===== config.mk =====
export PLATFORM = sky130hd
export DESIGN_NAME = mem_stage
export DESIGN_NICKNAME = d
export VERILOG_FILES = /design/src/rtl/mem_pkg.sv /design/src/rtl/mem_stage_wait_counter.sv /design/src/rtl/mem_stage.sv
export SDC_FILE = /design/constraint.sdc
export NUM_CORES = 1
export LEC_CHECK = 0
export ABC_AREA = 1
export BUFFER_PORTS_ARGS = -buffer_cell sky130_fd_sc_hd__buf_2
export CORE_ASPECT_RATIO = 0.5
export CORE_UTILIZATION = 39
export CTS_BUF_LIST = sky130_fd_sc_hd__clkbuf_4 sky130_fd_sc_hd__clkbuf_8
export CTS_CLUSTER_SIZE = 24
export DETAILED_ROUTE_END_ITERATION = 7
export PLACE_DENSITY = 0.68
export SLEW_MARGIN = 0
export SYNTH_ARGS = -nofsm -noshare
export SYNTH_HDL_FRONTEND = slang
export SYNTH_HIERARCHICAL = 1
export SYNTH_SLANG_ARGS = --single-unit

===== constraint.sdc =====
create_clock -name clk -period 2.3 [get_ports clk]
set_input_delay 0.115 -clock clk [delete_from_list [all_inputs] [get_ports clk]]
set_output_delay 0.115 -clock clk [all_outputs]
set_load 0.05 [all_outputs]

===== src/rtl/mem_pkg.sv =====
// rtl/mem_pkg.sv - shared types and defaults for the memory-access stage
package mem_pkg;

  localparam int unsigned DEFAULT_TIMEOUT = 255;

  typedef enum logic {IDLE, WAIT} state_e;

  typedef struct packed {
    logic pcsrc;
    logic regwrite;
    logic memtoreg;
  } wb_ctrl_t;

endpackage


===== src/rtl/mem_stage_wait_counter.sv =====
// rtl/mem_stage_wait_counter.sv - wait-cycle counter with terminal-count compare
module wait_counter
  import mem_pkg::*;
#(
  parameter int unsigned TIMEOUT = DEFAULT_TIMEOUT
) (
  input  logic clk,
  input  logic resetn,
  input  logic clear_i,
  input  logic start_i,
  input  logic inc_i,
  output logic tc_o
);

  localparam int unsigned CW = $clog2(TIMEOUT + 1);
  localparam logic [CW-1:0] TC = CW'(TIMEOUT);

  logic [CW-1:0] cnt_q, cnt_d;

  always_comb begin
    cnt_d = cnt_q;
    if (clear_i)      cnt_d = '0;
    else if (start_i) cnt_d = CW'(1);
    else if (inc_i)   cnt_d = cnt_q + CW'(1);
  end

  always_ff @(posedge clk) begin
    if (!resetn) cnt_q <= '0;
    else         cnt_q <= cnt_d;
  end

  assign tc_o = (cnt_q == TC);

endmodule


===== src/rtl/mem_stage.sv =====
// rtl/mem_stage.sv - EX/MEM register, data-memory handshake FSM and MEM/WB register
module mem_stage
  import mem_pkg::*;
#(
  parameter int unsigned TIMEOUT = DEFAULT_TIMEOUT
) (
  input  logic        clk,
  input  logic        reset,
  input  logic        FlushE,
  input  logic        PCSrcE,
  input  logic        RegWriteE,
  input  logic        MemtoRegE,
  input  logic        MemWriteE,
  input  logic [31:0] ALUResultE,
  input  logic [31:0] WriteDataE,
  input  logic [3:0]  WriteAddrE,
  output logic [31:0] ALUResultM,
  output logic [3:0]  WriteAddrM,
  output logic        RegWriteM,
  output logic        StallM,
  output logic [31:0] DataAdr,
  output logic [31:0] MemWData,
  output logic        MemReq,
  output logic        MemWe,
  input  logic        MemReady,
  input  logic [31:0] ReadData,
  output logic        PCSrcW,
  output logic        RegWriteW,
  output logic        MemtoRegW,
  output logic [31:0] ReadDataW,
  output logic [31:0] ALUOutW,
  output logic [3:0]  WriteAddrW,
  output logic        MemFault
);

  logic        pcsrc_m_q, regwrite_m_q, memtoreg_m_q, memwrite_m_q;
  logic [31:0] alu_m_q, wdata_m_q;
  logic [3:0]  waddr_m_q;

  wb_ctrl_t    wb_q;
  logic [31:0] rdata_w_q, alu_w_q;
  logic [3:0]  waddr_w_q;
  logic        fault_q;

  state_e state_q, state_d;
  logic   cnt_clear, cnt_start, cnt_inc, cnt_tc;
  logic   mem_op, misaligned, abort, kill;

  assign mem_op     = memtoreg_m_q | memwrite_m_q;
  assign misaligned = |alu_m_q[1:0];

  wait_counter #(.TIMEOUT(TIMEOUT)) u_wait_counter (
    .clk     (clk),
    .resetn  (reset),
    .clear_i (cnt_clear),
    .start_i (cnt_start),
    .inc_i   (cnt_inc),
    .tc_o    (cnt_tc)
  );

  always_comb begin
    state_d   = state_q;
    cnt_clear = 1'b0;
    cnt_start = 1'b0;
    cnt_inc   = 1'b0;
    abort     = 1'b0;
    case (state_q)
      IDLE: begin
        if (mem_op && !misaligned && !MemReady) begin
          state_d   = WAIT;
          cnt_start = 1'b1;
        end
      end
      WAIT: begin
        if (MemReady) begin
          state_d   = IDLE;
          cnt_clear = 1'b1;
        end else if (cnt_tc) begin
          state_d   = IDLE;
          cnt_clear = 1'b1;
          abort     = 1'b1;
        end else begin
          cnt_inc = 1'b1;
        end
      end
      default: state_d = IDLE;
    endcase
  end

  always_ff @(posedge clk) begin
    if (!reset) state_q <= IDLE;
    else        state_q <= state_d;
  end

  // EX/MEM only advances when not stalled, so request fields stay stable while waiting.
  assign MemReq = (state_q == WAIT) | (mem_op & ~misaligned);
  assign StallM = MemReq & ~MemReady & ~abort;
  assign kill   = (mem_op & misaligned) | abort;

  always_ff @(posedge clk) begin
    if (!reset) begin
      pcsrc_m_q    <= 1'b0;
      regwrite_m_q <= 1'b0;
      memtoreg_m_q <= 1'b0;
      memwrite_m_q <= 1'b0;
      alu_m_q      <= '0;
      wdata_m_q    <= '0;
      waddr_m_q    <= '0;
    end else if (!StallM) begin
      pcsrc_m_q    <= PCSrcE & ~FlushE;
      regwrite_m_q <= RegWriteE & ~FlushE;
      memtoreg_m_q <= MemtoRegE & ~FlushE;
      memwrite_m_q <= MemWriteE & ~FlushE;
      alu_m_q      <= ALUResultE;
      wdata_m_q    <= WriteDataE;
      waddr_m_q    <= WriteAddrE;
    end
  end

  always_ff @(posedge clk) begin
    if (!reset) begin
      wb_q      <= '0;
      rdata_w_q <= '0;
      alu_w_q   <= '0;
      waddr_w_q <= '0;
      fault_q   <= 1'b0;
    end else begin
      fault_q <= fault_q | kill;
      if (StallM) begin
        wb_q <= '0;
      end else begin
        wb_q <= '{pcsrc: pcsrc_m_q & ~kill, regwrite: regwrite_m_q & ~kill,
                  memtoreg: memtoreg_m_q};
        alu_w_q   <= alu_m_q;
        waddr_w_q <= waddr_m_q;
        if (MemReq && MemReady) rdata_w_q <= ReadData;
      end
    end
  end

  assign ALUResultM = alu_m_q;
  assign WriteAddrM = waddr_m_q;
  assign RegWriteM  = regwrite_m_q;
  assign DataAdr    = alu_m_q;
  assign MemWData   = wdata_m_q;
  assign MemWe      = memwrite_m_q & MemReq;
  assign PCSrcW     = wb_q.pcsrc;
  assign RegWriteW  = wb_q.regwrite;
  assign MemtoRegW  = wb_q.memtoreg;
  assign ReadDataW  = rdata_w_q;
  assign ALUOutW    = alu_w_q;
  assign WriteAddrW = waddr_w_q;
  assign MemFault   = fault_q;

endmodule

==> results.txt <==
LEAKAGE: 4.74 nW
most common cell in the netlist: nand3_1
Ports: 284
unique cell type count in the Yosys netlist: 22
Tot Pwr: 6.49 mW
Combinational Power Share: 24.6%
Design Area, Final: 0.00889 mm2
Die Span Y: 91.7 um
Critical Path End Type: output pin
core area: 0.0156 mm2
largest net degree at the start of global routing: 141
switch share: 35.7%
final core occ: 57.1%
CTS tree: built
outcome: complete, no violations
Switch Pwr: 2.32 mW
Area Overhead vs Synth: 41.6%
synthesized cell area: 0.00628 mm2
# clock sinks: 153
post-synthesis register bit count: 153
EDFF count, synth: 0
Die Wd: 181 um
initial drt markers: 314
Int Pwr: 4.17 mW
slack of the critical path: 0.136 ns
Synth async-reset ratio: 0%
sequential share of the synthesized area: 48.8%
Syn Nets: 933
Setup violations, final: 0
Least-Margin Pin Slew: 0.628 ns
CP max FO: 19
fmax: 462 MHz
CTS Buf Count: 17
via count: 6506
Mapped Cells: 824
Total Routing Usage GR: 21.5%
most frequent cells after synthesis: 254 x nand3_1, 157 x nand2_1, 153 x dfxtp_1, 53 x nor2_1, 51 x inv_1
crit path kind: register to output pin
layout cells sized above 1: 29.2%
DP HPWL: 11.1 mm
Seq. cell area: 0.00306 mm2
first-pass GRT wire length: 28.8 mm
Post-DRT Antenna Nets: 0
Worst setup SP type: register
Worst-path clk slew: 0.09 ns
clock share of power: 30.3%
PwrDens: 729 mW/mm2
die area: 0.0166 mm2
MaxCap Viol Count: 0
root buffer selected by CTS: clkbuf_8
Bufs on Longest Clock Path: 2
initial core utilization: 40.3%
CP arrival: 2.05 ns
total global routing overflow: 0
DRT Wirelength: 18.3 mm
number of fill cells in the layout: 1390
Avg Vias per Cell: 4.79
placed insts: 1223
# rows: 32
n_diodes: 0
Rel. slew slack: 58.1%
Synth area leaders: dfxtp_1 49%, nand3_1 20%, nand2_1 9.4%
Setup WS pre-CTS: 0.307 ns
drt wl/cell: 13.5 um
Layout Cells excl Fill: 1358
top cell type's share of synthesized area: 48.8%
Worst Skew: 0.0134 ns
syn avg cell area: 7.62 um2
Final min period: 2.16 ns
TritonRoute pass-1 iters: 5
drc violations: 0
antenna violations before repair: 0
Worst-Skew Late Latency: 0.45 ns
CP Data Required Time: 2.18 ns
# H-tree levels: 4
cell taking the most area after synthesis: dfxtp_1
TNS Setup: 0 ns
Yosys Warn Count: 6
RSZ-0062 raised after global routing: yes
final hold viol count: 0
Placed Area: 0.00747 mm2
final hold slack: 0.0265 ns
Placer Congestion: 0.844
Hold WC Path Type: input port to register
Multi-input gate area: 0.00240 mm2
vias in the first global route: 5878
max-slew violations: 0
Reg power frac: 45.1%
ys flop type: dfxtp_1
post-CTS setup buffers: 0
Worst VDD drop: 0.358 mV
fin crit share: 94.1%
final layout net count: 1250
port buffer count: 283
==> power groups by stage <==
| stage | registers (mW) | clock network (mW) | logic (mW) |
|---|---|---|---|
| 4_1_cts | 2.92 | 2.04 | 1.59 |
| 5_1_grt | 2.95 | 2.13 | 1.69 |
| 6_report | 2.92 | 1.96 | 1.60 |
| 3_3_place_gp | 2.98 | 0 | 1.44 |
| 3_5_place_dp | 2.98 | 0 | 1.45 |
| 2_1_floorplan | 3.53 | 0 | 0.596 |
==> area by class of cell <==
class	instances	share of cell area [%]
Clock buffer	19	2.87
Tap cell	204	2.87
Sequential cell	153	34.5
Clock inverter	13	1.36
Multi-Input combinational cell	520	27.0
Timing Repair Buffer	396	29.2
Inverter	53	2.24
==> metal layers <==
metal	track usage, %	wire length [um]
met5	0	0
met4	10.2	485
met3	5.24	1020
met2	36.4	9000
met1	25.9	7760
==> layout by cell type (no fill, tap or decap), types with 4 or more instances in the layout <==
| cell | count |
|---|---|
| a21oi_1 | 39 |
| inv_1 | 51 |
| clkbuf_8 | 18 |
| buf_12 | 5 |
| buf_4 | 4 |
| dlygate4sd3_1 | 103 |
| buf_2 | 281 |
| nand3_1 | 254 |
| clkinvlp_4 | 5 |
| nand2_1 | 156 |
| dfxtp_1 | 152 |
| nor2_1 | 51 |
==> flip-flops by register name, indices dropped and copies added, names as in the netlist <==
name                  count
RegWriteM                 1
PCSrcW                    1
state_q                   1
memwrite_m_q              1
ALUOutW                  32
MemWData                 32
ReadDataW                32
MemtoRegW                 1
ALUResultM               32
RegWriteW                 1
u_wait_counter/cnt_q      8
WriteAddrW                4
memtoreg_m_q              1
pcsrc_m_q                 1
WriteAddrM                4
MemFault                  1
==> logic make-up (layout without fill, tap and decap cells) <==
logic type               Yosys count  after routing  synth area share, %
AO/OA/AOI/OAI                     42             42                 3.35
XOR/XNOR                           1              1                0.139
adder cells (fa/ha/maj)            1              1                0.199
buffers and inverters            151            481                 13.3
flip-flops                       153            153                 48.8
multiplexers                       1              1                0.159
AND/OR/NAND/NOR                  475            475                 34.1
==> critical path: stages, from the launching register on <==
cell and delay [ns]:
dfxtp_2 0.38, ha_1 0.20, inv_1 0.07, nor2_2 0.16, nand3_1 0.10, nor2_2 0.13
nor2_1 0.07, nand2_1 0.11, nand2_4 0.18, buf_6 0.21
==> final timing paths <==
check,slack (ns),to,startpoint,depth (start not counted)
max reg2reg,0.35,ALUOutW[30]$_SDFFE_PN0N_,u_wait_counter/cnt_q[0]$_SDFFE_PP0P_,11
max,0.14,StallM,u_wait_counter/cnt_q[0]$_SDFFE_PP0P_,9
min reg2reg,0.47,ALUOutW[18]$_SDFFE_PN0N_,ALUOutW[18]$_SDFFE_PN0N_,2
min,0.03,ReadDataW[20]$_SDFFE_PN0P_,ReadData[20],5
==> timing repair <==
item                       in CTS  in global routing
pin swaps                       0                  1
resized for setup               2                  4
cloned                          0                  0
hold endpoints to repair      102                  0
setup endpoints to repair       1                  2
hold buffers                  103                  0
(Power assumes the default switching activity.)
